<file path="src/rtl/temp_alarm_hyst_pkg.sv">
// Shared definitions for the thermal alarm blocks.
// Holds the 2-bit qualifier state encoding, the default geometry of the
// temperature path and a helper that decodes the filtered level from a state.
package temp_alarm_hyst_pkg;

   // Default temperature geometry, reused by later thermal blocks.
   localparam int unsigned TEMP_W_DEF  = 6;
   localparam int unsigned T_ALTA_DEF  = 27;
   localparam int unsigned HYST_DEF    = 3;
   localparam int unsigned PERSIST_DEF = 4;

   // Qualifier states. Bit 1 set means the filtered level is high.
   typedef enum logic [1:0] {
      StNormal     = 2'd0,
      StPendAlta   = 2'd1,
      StAlta       = 2'd2,
      StPendNormal = 2'd3
   } alarm_state_e;

   // Filtered level is high while in the alarm state or while pending release.
   function automatic logic is_alta(alarm_state_e s);
      return (s == StAlta) || (s == StPendNormal);
   endfunction

endpackage

</file>
<file path="src/rtl/cuenta_persist.sv">
// Saturating run counter for the persistence filter.
// Counts consecutive qualifying samples; clr has priority over inc.
// Ports:
//   clk, rst_n  clock and asynchronous active-low reset
//   inc         count one more qualifying sample
//   clr         restart the run from zero
//   reach_next  the next inc completes a run of PERSIST samples
module cuenta_persist #(
   parameter int unsigned PERSIST = 4
) (
   input  logic clk,
   input  logic rst_n,
   input  logic inc,
   input  logic clr,
   output logic reach_next
);

   localparam int unsigned CNT_W = $clog2(PERSIST + 1);

   logic [CNT_W-1:0] cnt_q, cnt_d;

   always_comb begin
      cnt_d = cnt_q;
      if (clr) begin
         cnt_d = '0;
      end else if (inc && (32'(cnt_q) < PERSIST)) begin
         cnt_d = cnt_q + 1'b1;
      end
   end

   always_ff @(posedge clk or negedge rst_n) begin
      if (!rst_n) begin
         cnt_q <= '0;
      end else begin
         cnt_q <= cnt_d;
      end
   end

   assign reach_next = ((32'(cnt_q) + 32'd1) == PERSIST);

endmodule

</file>
<file path="src/rtl/temp_alarm_hyst.sv">
// Over-temperature alarm with hysteresis and a persistence filter.
// A sample is hot when temp > T_ALTA and cool when temp <= T_ALTA - HYST.
// PERSIST consecutive valid qualifying samples are needed to change level;
// idle cycles (temp_valid low) neither advance nor break a run.
// Ports:
//   clk, rst_n     clock and asynchronous active-low reset
//   temp_valid     temp carries a new sample this cycle
//   temp           unsigned temperature sample
//   clr_latch      clears alarm_latched (a simultaneous rise wins)
//   temp_alta      filtered over-temperature level
//   alarm_rise     one-cycle pulse on the 0->1 edge of temp_alta
//   alarm_latched  sticky alarm flag
module temp_alarm_hyst
   import temp_alarm_hyst_pkg::*;
#(
   parameter int unsigned TEMP_W  = TEMP_W_DEF,
   parameter int unsigned T_ALTA  = T_ALTA_DEF,
   parameter int unsigned HYST    = HYST_DEF,
   parameter int unsigned PERSIST = PERSIST_DEF
) (
   input  logic              clk,
   input  logic              rst_n,
   input  logic              temp_valid,
   input  logic [TEMP_W-1:0] temp,
   input  logic              clr_latch,
   output logic              temp_alta,
   output logic              alarm_rise,
   output logic              alarm_latched
);

   if (HYST > T_ALTA) begin : g_bad_hyst
      $error("temp_alarm_hyst: HYST must not exceed T_ALTA");
   end
   if (64'(T_ALTA) >= ((64'd1 << TEMP_W) - 64'd1)) begin : g_bad_alta
      $error("temp_alarm_hyst: T_ALTA must be below the largest temp code");
   end
   if ((PERSIST < 1) || (PERSIST > 255)) begin : g_bad_persist
      $error("temp_alarm_hyst: PERSIST must be in 1..255");
   end

   localparam logic [TEMP_W-1:0] TAlta = TEMP_W'(T_ALTA);
   localparam logic [TEMP_W-1:0] TBaja = TEMP_W'(T_ALTA - HYST);

   alarm_state_e state_q, state_d;
   logic         rise_q, rise_d;
   logic         latched_q, latched_d;
   logic         cnt_inc, cnt_clr, reach_next;
   logic         hot, cool;

   assign hot  = temp_valid && (temp > TAlta);
   assign cool = temp_valid && (temp <= TBaja);

   cuenta_persist #(
      .PERSIST (PERSIST)
   ) u_cuenta (
      .clk        (clk),
      .rst_n      (rst_n),
      .inc        (cnt_inc),
      .clr        (cnt_clr),
      .reach_next (reach_next)
   );

   // State register together with the registered outputs.
   always_ff @(posedge clk or negedge rst_n) begin
      if (!rst_n) begin
         state_q   <= StNormal;
         rise_q    <= 1'b0;
         latched_q <= 1'b0;
      end else begin
         state_q   <= state_d;
         rise_q    <= rise_d;
         latched_q <= latched_d;
      end
   end

   // Next-state logic. The counter is zero on entry to every stable state,
   // so reach_next in a stable state means PERSIST == 1 and the pending
   // state is skipped.
   always_comb begin
      state_d = state_q;
      cnt_inc = 1'b0;
      cnt_clr = 1'b0;
      unique case (state_q)
         StNormal: begin
            if (hot) begin
               if (reach_next) begin
                  state_d = StAlta;
                  cnt_clr = 1'b1;
               end else begin
                  state_d = StPendAlta;
                  cnt_inc = 1'b1;
               end
            end else if (temp_valid) begin
               cnt_clr = 1'b1;
            end
         end
         StPendAlta: begin
            if (hot) begin
               if (reach_next) begin
                  state_d = StAlta;
                  cnt_clr = 1'b1;
               end else begin
                  cnt_inc = 1'b1;
               end
            end else if (temp_valid) begin
               state_d = StNormal;
               cnt_clr = 1'b1;
            end
         end
         StAlta: begin
            if (cool) begin
               if (reach_next) begin
                  state_d = StNormal;
                  cnt_clr = 1'b1;
               end else begin
                  state_d = StPendNormal;
                  cnt_inc = 1'b1;
               end
            end else if (temp_valid) begin
               cnt_clr = 1'b1;
            end
         end
         StPendNormal: begin
            if (cool) begin
               if (reach_next) begin
                  state_d = StNormal;
                  cnt_clr = 1'b1;
               end else begin
                  cnt_inc = 1'b1;
               end
            end else if (temp_valid) begin
               state_d = StAlta;
               cnt_clr = 1'b1;
            end
         end
         default: begin
            state_d = StNormal;
            cnt_clr = 1'b1;
         end
      endcase
   end

   // Output logic: rise is the level edge seen one cycle early so that the
   // pulse lines up with the first high cycle of temp_alta; a rise beats a clear.
   always_comb begin
      rise_d    = is_alta(state_d) && !is_alta(state_q);
      latched_d = rise_d || (latched_q && !clr_latch);
   end

   assign temp_alta     = is_alta(state_q);
   assign alarm_rise    = rise_q;
   assign alarm_latched = latched_q;

endmodule
</file>
<file path="config.mk">
export PLATFORM = sky130hd
export DESIGN_NAME = temp_alarm_hyst
export DESIGN_NICKNAME = d
export VERILOG_FILES = /design/src/rtl/temp_alarm_hyst_pkg.sv /design/src/rtl/cuenta_persist.sv /design/src/rtl/temp_alarm_hyst.sv
export SDC_FILE = /design/constraint.sdc
export NUM_CORES = 1
export LEC_CHECK = 0
export BUFFER_PORTS_ARGS = -buffer_cell sky130_fd_sc_hd__buf_4
export CORE_AREA = 5 5 42 44
export CTS_BUF_LIST = sky130_fd_sc_hd__clkbuf_8 sky130_fd_sc_hd__clkbuf_16
export DETAILED_ROUTE_END_ITERATION = 7
export DIE_AREA = 0 0 47 49
export MAX_ROUTING_LAYER = met4
export PLACE_DENSITY = 0.5
export SYNTH_ARGS = -nofsm -noshare
export SYNTH_HDL_FRONTEND = slang
export SYNTH_SLANG_ARGS = --single-unit
</file>
<file path="constraint.sdc">
create_clock -name clk -period 1.3 [get_ports clk]
set_input_delay 0.065 -clock clk [delete_from_list [all_inputs] [get_ports clk]]
set_output_delay 0.065 -clock clk [all_outputs]
set_load 0.03 [all_outputs]
</file>
Word level (Yosys, flattened, before mapping)
Index checks and enable logic that the tools add are counted.
{"block": "classes", "n_reduce_logical": 14, "order_cmp": 3, "add_sub_neg": 2, "muxes": 22, "n_eq_ne": 6}
{"operator": "$eq A32 B3 Y1 const B", "count": 1}
{"operator": "$mux W2", "count": 10}
{"operator": "$eq A2 B2 Y1 const B", "count": 4}
{"operator": "$pmux W2 S4", "count": 1}
{"operator": "$mux W1", "count": 7}
{"operator": "$gt A6 B5 Y1 const B", "count": 1}
{"operator": "$le A6 B5 Y1 const B", "count": 1}
{"operator": "$mux W3", "count": 2}
{"operator": "$logic_and A1 B1 Y1", "count": 5}
{"operator": "$add A3 B1 Y4 const B", "count": 1}
{"operator": "$pmux W1 S2", "count": 2}
{"operator": "$reduce_or A2 Y1", "count": 2}
{"operator": "$add A3 B1 Y3 const B", "count": 1}
{"operator": "$logic_or A1 B1 Y1", "count": 3}
{"operator": "$lt A3 B3 Y1 const B", "count": 1}
{"operator": "$eq A2 B1 Y1 const B", "count": 1}
{"operator": "$logic_not A1 Y1", "count": 2}
{"operator": "$logic_not A2 Y1", "count": 1}
{"operator": "$reduce_bool A2 Y1", "count": 1}
{"block": "totals", "inputBits": 10, "ff_bits": 7, "output_inout_bits": 3}

Longest topological paths before layout
Gate-level depths: netlist of the first run.
{"block": "depth", "depth_word": 9, "depth_mapped": 5, "ltp_nobuf": 5}

By module
A second synthesis of the first run with hierarchy kept.
{"block": "unflattened", "cells_unflattened": 34, "hier_area_um2": 350.3}
{"module": "temp_alarm_hyst", "seq_area_each_um2": 75.1, "area_per_inst_um2": 176.4, "n_inst": 1, "cells_each": 18}
{"module": "cuenta_persist", "seq_area_each_um2": 75.1, "area_per_inst_um2": 173.9, "n_inst": 1, "cells_each": 16}

Worst setup path before layout of the first run
OpenSTA, ideal clock, no wires.
{"block": "synth_timing", "path_type": "register to register", "start": "register u_cuenta.cnt_q[0]", "end": "register u_cuenta.cnt_q[0]", "path_stages_with_launch": 4, "n_path_buf": 0, "t_arrival_ns": 1.222, "slack_ns": 0.001, "setup_ns": 0.077, "path_cell_list": "dfrtp_1 ha_1 or4_1 a21oi_1"}
{"block": "synth_via", "elab_chain_len": 7, "elab_cells_between_ends": 16, "cone_classes": "add/sub (2); order compare (1); eq/ne (1); mux (10); reduce/logical (2)"}
{"item": "start: declaration", "line_no": "cuenta_persist.sv:20", "rtl": "logic [CNT_W-1:0] cnt_q, cnt_d;"}
{"item": "start signal: assignment", "line_no": "cuenta_persist.sv:35", "rtl": "cnt_q <= cnt_d;"}
{"item": "$add A3 B1 Y4", "line_no": "cuenta_persist.sv:39", "rtl": "assign reach_next = ((32'(cnt_q) + 32'd1) == PERSIST);"}
{"item": "$eq A32 B3 Y1", "line_no": "cuenta_persist.sv:39"}
{"item": "$mux W1"}
{"item": "$mux W1, on equally long branches", "line_no": "temp_alarm_hyst.sv:124, temp_alarm_hyst.sv:98"}
{"item": "$pmux W1 S2", "line_no": "temp_alarm_hyst.sv:83", "rtl": "unique case (state_q)"}
{"item": "$logic_and A1 B1 Y1", "line_no": "cuenta_persist.sv:26", "rtl": "end else if (inc && (32'(cnt_q) < PERSIST)) begin"}
{"item": "$reduce_bool A2 Y1 (no line)"}
Several ways; a longest one is shown, not always the timed one. The select of a mux whose other input is x is not followed.
A chain may end at the register's enable or synchronous reset.

Worst setup path in the final report of the first run
{"block": "layout_timing", "start": "register state_q[1]", "end": "register u_cuenta.cnt_q[1]"}
{"block": "layout_via", "elab_chain_len": 5, "elab_cells_between_ends": 11, "cone_classes": "eq/ne (3); mux (3); reduce/logical (5)"}
{"item": "start: declaration", "line_no": "temp_alarm_hyst.sv:44", "rtl": "alarm_state_e state_q, state_d;"}
{"item": "start signal: assignment", "line_no": "temp_alarm_hyst.sv:66", "rtl": "state_q <= StNormal;"}
{"item": "start signal: assignment", "line_no": "temp_alarm_hyst.sv:70", "rtl": "state_q <= state_d;"}
{"item": "$eq A2 B2 Y1 (tied with other cells)", "line_no": "temp_alarm_hyst.sv:83"}
{"item": "$reduce_or A2 Y1 (no line)"}
{"item": "$pmux W1 S2", "line_no": "temp_alarm_hyst.sv:83"}
{"item": "$logic_and A1 B1 Y1", "line_no": "cuenta_persist.sv:26"}
{"item": "$reduce_bool A2 Y1 (no line)"}
Several ways; a longest one is shown, not always the timed one.

==> results of run 1 <==
## per-layer routing
metal / GRT usage / routed length (µm) / vias to the layer above
met5: - / 0 / -
met4: 0.0138 / 0 / 0
met3: 0.0369 / 112 / 0
met2: 0.111 / 349 / 13
met1: 0.0962 / 318 / 141
li1: - / - / 160
## sequential cells by signal, summed over array words and instances, names as in the netlist
register,cells
alarm_rise,1
state_q,1
u_cuenta.cnt_q,3
alarm_latched,1
## power groups by stage
stage                     Clock, mW  Sequential [mW]  Combinational [mW]
after floorplan                   0            0.254               0.124
after global placement            0            0.253               0.247
after detailed placement          0            0.251               0.243
after CTS                     0.280            0.247               0.272
after global routing          0.295            0.252               0.320
final                         0.269            0.247               0.288
## cell families (layout without fill, tap and decap cells)
kind of cell | Yosys count | count (layout) | synth area share
adders and majority gates | 1 | 1 | 0.0365
AOI/OAI and AO/OA | 10 | 10 | 0.288
buffers and inverters | 4 | 25 | 0.0438
and+or+nand+nor | 10 | 10 | 0.193
DFF | 6 | 6 | 0.438
## layout make-up
type	instances	area (µm²)	share of cell area
flip-flops and latches	6	150	0.268
inverters	3	11.3	0.0201
multi-input cells	21	191	0.342
repair buffers	19	145	0.260
well taps	16	20.0	0.0358
clock buffers	3	41.3	0.0738
## through the flow
step,hold slack (ps),power (mW)
5_1_grt,19.3,0.868
6_report,18.4,0.804
2_1_floorplan,-231,0.377
4_1_cts,15.7,0.799
3_5_place_dp,-125,0.494
3_3_place_gp,-123,0.500
## worst paths after layout
check	start	to	slack (ps)	depth (start not counted)
setup reg to reg	state_q[1]$_DFF_PN0_	u_cuenta.cnt_q[1]$_DFFE_PN0P_	-50	4
setup / recovery	state_q[1]$_DFF_PN0_	u_cuenta.cnt_q[1]$_DFFE_PN0P_	-50	4
hold / removal	clr_latch	alarm_latched$_DFF_PN0_	20	2
min in group asynchronous	rst_n	alarm_rise$_DFF_PN0_	190	2
max in group asynchronous	rst_n	u_cuenta.cnt_q[0]$_DFFE_PN0P_	990	2
hold reg to reg	alarm_latched$_DFF_PN0_	alarm_latched$_DFF_PN0_	520	2
## cell usage after synthesis (all sizes together)
library cell  instances
a32oi                 2
and2b                 2
o21ai                 1
nand2                 2
clkbuf                1
nor2b                 2
dfrtp                 6
inv                   3
or4                   1
a21oi                 2
or4b                  1
a31o                  1
o31ai                 2
o21a                  1
nand4                 1
nand3                 1
ha                    1
o311ai                1
## repair_timing
item | in CTS | in global routing
endpoints found under the hold margin | 6 | 0
gates resized for setup | 2 | 2
cloned | 0 | 0
hold buffers | 1 | 0
endpoints found under the setup margin | 2 | 2
pin swaps | 1 | 1
buffers inserted | 1 | 0
==> summary by stage, run 1 <==
Placed design
The congestion estimate from routability-driven global placement came to between 0.7 and 0.8. The detailed placer's ending HPWL is roughly 610 µm. Once placement finished, the instance area stood at 487 µm². The number of buffer cells added on primary ports is 12.

Prior to clock tree synthesis, the placed netlist has a worst setup slack of -58.8 ps. The number of cells in the design after placement is 63.

Power
In this run the power density over the cells is 1440 nW/µm². The analysis attributes to net switching a power of 0.221 mW. The clock power share is 0.335. The leakage power figure is 0.277 nW.

The internal power of the cells totals 0.583 mW. The share of total power dissipated in combinational logic is 0.358. Of the total power, the share spent switching nets is 0.275. Across the VDD grid, the largest voltage drop is 0.000755 V. Of the total power, registers draw 0.307.

Detailed routing
The average routed wire per standard cell is 11.5 µm. In this run the remaining antenna-violating nets after routing total 0. The number of design rule violations left after detail routing is 0.

The via-per-instance ratio is 4.62. The first-pass iteration count of the detailed router is 2. In this run, the number of DRC markers left after iteration 0 of detailed routing was 2. The wire length reported by the detailed router is 780 µm. The number of vias in the routed layout is 314.

Critical path
For the worst setup path, the data arrival time is approximately 1500 ps. The slowest stage of the critical path is the or4b_4 cell. Among cell families on the critical path, the largest total delay comes from simple AND/OR/NAND/NOR gates. The critical path is of the reg -> reg type.

Counting both buffers and inverters, the worst setup path holds a total of 0. The category of the worst setup path launch point is a register. The worst setup path is captured at a register.

Walking the worst path, the cells encountered are and2b_1, a32oi_2, or4b_4, a21oi_2. In this run the worst path has a maximum fanout of 4. On the worst path, the slowest cell contributes a delay of about 500 ps.

STA puts the critical path data required time at 1440 ps.

Yosys
Yosys attributes the largest share of cell area to dfrtp_1 (44%), o311ai_4 (7.7%), a32oi_2 (4.7%), and2b_1 (4.4%), o31ai_1 (4.4%). The share of the yosys chip area belonging to registers is 0.438. The post-synthesis instance total is 31. Synthesis instantiated 20 different standard cells from the library.

Yosys printed 0 warnings. The netlist area before placement is approximately 340 µm². The average instance in the mapped netlist occupies 11.1 µm².

The library cell with the largest summed area after synthesis is dfrtp_1. In this run, synthesis produced a sequential element count of 6. Of the post-synthesis cell area, the dominant cell type holds 0.438. The post-synth net total is 42.

Final layout
Of the cells placed in the final design, the portion with a size suffix greater than 1 is 0.558. The post-layout net count is 65. Leaving out fill and tap cells, the most frequent cell in the layout is buf_4. Excluding fillers, the count of instances in the completed layout stands at 68. The share of the core filled with cells is 0.399. 0 antenna diodes ended up in the layout. The summed area of non-filler cells in the final layout is 559 µm².

Relative to the synthesized area, the layout overhead comes to 63.1%. The count of filler cells inserted in the layout is ~150. In the layout the commonest cells are buf_4 (18), dfrtp_1 (6), inv_1 (3), clkbuf_8 (3).

Timing
Setup violations remaining at the end of the flow were counted as 2. The number of pins with negative max-slew slack in the final report is 0. Setup repair after global routing could not meet its margin everywhere. The worst pin sits at a relative slew slack of 0.794.

The count of final hold-check violations is 0. Setup total negative slack on the finished layout was measured at -59.8 ps. In the finished design, the share of the clock period the worst path needs comes to 1.04. The highest achievable clock rate is 738 MHz. After layout, the minimum clock period comes to 1350 ps.

Once routing completed, OpenROAD measured the worst setup slack at -54.5 ps. For the pin with the worst max-slew slack, the measured transition is 306 ps. The worst setup skew after layout is around 5 ps.

Floorplanning
The horizontal extent of the die is 47 µm. The effective utilization at floorplan is 0.245. Row generation in the floorplan step produced 14 rows. The core region is 1400 µm². The die area is 2300 µm². The die is 49 µm tall.

The top-level I/O count is 13.

Clock tree
The clock tree from TritonCTS is built. The H-tree depth is 1. Clock-pin slew was measured on the worst setup and hold paths at 40 ps. Buffers inserted during clock tree synthesis total 3. The number of clock sinks is 6. No sink is reached through more buffers than the 2 on the longest clock path. The root buffer cell chosen for the clock tree is clkbuf_8. The clock reaches the later pin of the worst-skew pair after approximately 220 ps.

Job
The max capacitance violation total is 0.

Global routing
In the global route stage, overall resource usage came out at 0.0763. The number of antenna violations at the first check in global routing is 0. The largest net degree at the start of global routing is 7.

The first global-routing pass estimated about 1.3 mm of wire. The total global routing overflow is 0. The via count of the first global-routing pass is 308.

Run status
The run finished, with violations left. The checks that failed: negative setup slack.

Min path
The worst hold-check path type is in -> reg.
Note: power is estimated with default switching activity, not from simulation.
==> run 2: changes to the inputs <==
CELL_PAD_IN_SITES_DETAIL_PLACEMENT = 1   (was default)
CELL_PAD_IN_SITES_GLOBAL_PLACEMENT = 1   (was default)
PLACE_DENSITY = 0.62   (was 0.5)
==> run 2 against run 1 <==
  * The flow still finishes with violations (negative setup slack)
  * Critical path type unchanged
  * Sequential power hardly changed
  * Highest routed layer is now met4
  * First-iteration DRC count is 100% lower
  * Worst hold slack better by 8.3 ps
  * Critical endpoint unchanged
  * Wire length is 36% higher
  * Non-clock buffer count is 2 higher
==> summary by stage, run 2 (synthesis results as in run 1) <==
Run status
The run finished, with violations left. The final reports fail on negative setup slack.

Global routing
The via count of the first global-routing pass is 424 (+38%). The total global routing overflow is 0 (unchanged). The wire length of the first global-routing pass was 1.74 mm (+38%).

The number of antenna violations at the first check in global routing is 0 (unchanged). The aggregate global-route resource usage is 0.112 (+0.0357). The largest net degree at the start of global routing is 7 (unchanged).

Power
The power density normalized to cell area was 1470 nW/µm² (+2.0%). The total power after layout is 0.837 mW (+4.1%). The maximum ir drop on the vdd rail is 0.000759 V (+0.55%). The leakage power figure was 0.285 nW (+3.0%).

Floorplanning
The effective utilization at floorplan was 0.245 (unchanged). The placeable core area is 1400 µm² (unchanged). The number of rows in the core area is 14 (unchanged). The horizontal extent of the die was 47 µm (unchanged).

The die boundary height is 49 µm (unchanged). The top-level I/O count is 13 (unchanged). The die area was 2300 µm² (unchanged).

Final layout
Leaving out fill and tap cells, the most frequent cells in the layout are buf_4 (20), dfrtp_1 (6), inv_1 (3), clkbuf_8 (3). The total inserted antenna cells is 0 (unchanged). The share of the core filled with cells is 0.407 (+0.00804).

The share of cells above drive strength 1 came to 0.556 (-0.00214). The count of filler cells inserted in the layout is 173 (+15%). The most common cell after layout, fill and taps aside is buf_4. The summed area of non-filler cells in the final layout is 571 µm² (+2.0%). The register with the highest flop count is u_cuenta.cnt_q. From synthesis to final layout, the design area changed by 66.4%. The number of flip-flops in the largest register was 3 (unchanged). The post-layout net count is 67 (+3.1%).

Critical path
STA classifies the critical path startpoint as a register. The worst-path cell with the longest stage delay is or4b_1. The kind of cell with the highest combined delay along the critical path is simple AND/OR/NAND/NOR gates. The highest fanout seen on the critical path is 3 (-1). The data arrival time of the critical path was 1490 ps (about the same). The worst setup path is captured at a register.

The buffers plus inverters on the worst setup path is 0 (unchanged). The startpoint-to-endpoint class of the critical path is reg -> reg. The critical path required time is 1440 ps (about the same). Traced cell by cell, the critical path runs through and2b_1, a32oi_2, or4b_1, a21oi_2. The delay of the slowest cell on the worst path is 500 ps (about the same).

Detailed routing
The post-route antenna net violation count is 0 (unchanged). The via-per-instance ratio was 4.93 (+6.7%). The average routed wire per standard cell is 15.1 µm (+32%). The number of DRC markers in iteration 0 came to 0 (-2). The wire length reported by the detailed router is 1.06 mm (+36%). The number of vias in the routed layout was 345 (+9.9%). The first-pass iteration count of the detailed router was 1 (-1).

The number of design rule violations left after detail routing is 0 (unchanged).

Timing
The portion of the clock cycle consumed by the worst path in the final layout is 1.03 (-0.00882). The number of setup violations in the final report is 2 (unchanged). The worst setup skew after layout is 1.23 ps (-3.75 ps).

The worst hold slack after final layout is 26.8 ps (+8.32 ps). The number of pins with negative max-slew slack in the final report is 0 (unchanged). Setup repair after global routing could not meet its margin everywhere. The relative max-transition margin is 0.782 (-0.0118). The highest achievable clock rate is 745 MHz (+0.85%).

The worst setup slack after layout is -43.1 ps (+11.5 ps). The count of final hold-check violations is 0 (unchanged). The actual transition at the worst max-transition pin is 324 ps (+17.5 ps).

The final total negative setup slack is -78.5 ps (-18.6 ps). The minimum period implied by the final worst setup slack is 1340 ps (-11.5 ps).

Clock tree
The clock slew seen by the registers of the worst setup and hold paths is 40 ps (about the same). The number of buffers created by CTS is 3 (unchanged). The clock tree from TritonCTS is built. The clock latency at the later pin of the worst-skew pair was 220 ps (about the same). The number of clock sinks is 6 (unchanged). The H-tree depth came to 1 (unchanged). CTS placed an instance of clkbuf_8 at the clock tree root.

The deepest clock path buffer count is 2 (unchanged).

Min path
The min-delay analysis places its worst path in the category in -> reg.

Job
The max capacitance violation total is 0 (unchanged).

Placed design
The global placement routability congestion came to 0.722 (+2.8%). The detailed placer's ending HPWL was 789 µm (+30%). The standard cell area after detailed placement is 487 µm² (unchanged). The number of buffer cells added on primary ports came to 12 (unchanged).
-- run 2: cell types whose count changed in the layout (fill, tap and decap cells not counted), sizes merged --
cell | before | now
buf | 18 | 20
-- run 2: worst reg2reg max path, cell delays in order (launching register included) --
cell	delay [ps]
dfrtp_1	370
and2b_1	150
a32oi_2	120
or4b_1	500
a21oi_2	130
-- run 2: power breakdown --
group | switching (mW) | internal, mW | total [mW]
registers | 0.0241 | 0.224 | 0.248
clock network | 0.0729 | 0.198 | 0.271
logic | 0.145 | 0.173 | 0.317
-- run 2: worst paths after layout --
check                           depth (start not counted)  slack, ps                    start                            end
worst max-delay path                                    4        -40     state_q[1]$_DFF_PN0_  u_cuenta.cnt_q[1]$_DFFE_PN0P_
worst min-delay path                                    2         30                clr_latch        alarm_latched$_DFF_PN0_
worst max register to register                          4        -40     state_q[1]$_DFF_PN0_  u_cuenta.cnt_q[1]$_DFFE_PN0P_
worst min register to register                          2        540  alarm_latched$_DFF_PN0_        alarm_latched$_DFF_PN0_
max in group asynchronous                               2       1010                    rst_n  u_cuenta.cnt_q[2]$_DFFE_PN0P_
min in group asynchronous                               2        180                    rst_n        alarm_latched$_DFF_PN0_
-- run 2: what timing repair did --
action / 4_1_cts / 5_1_grt
endpoints found under the setup margin: 2 / 2
hold endpoints to repair: 6 / 0
hold buffers: 1 / 0
setup buffers: 3 / 0
pin swaps: 3 / 0
gates resized for setup: 1 / 2
-- run 2: per-layer routing --
metal / vias to the layer above / global-route usage / share of wire / wire length (µm)
met5: - / - / 0 / 0
met4: 0 / 0.0922 / 0.029 / 31
met3: 4 / 0.0258 / 0.087 / 92
met2: 12 / 0.190 / 0.59 / 620
met1: 165 / 0.0966 / 0.30 / 313
li1: 164 / - / - / -
-- run 2: final cells by class --
| cell class | count | area (µm²) | share of cell area |
|---|---|---|---|
| Clock buffer | 3 | 41.3 | 0.0724 |
| Timing Repair Buffer | 21 | 160 | 0.281 |
| Tap cell | 16 | 20.0 | 0.0351 |
| Multi-Input combinational cell | 21 | 188 | 0.329 |
| Sequential cell | 6 | 150 | 0.263 |
| Inverter | 3 | 11.3 | 0.0197 |
-- run 2: stage by stage --
stage,setup WS [ps],instances
global route,-115,70
floorplan,0.775,31
detailed placement,-97.7,63
CTS,-31.6,70
global placement,-40.7,63
finish,-43.1,70
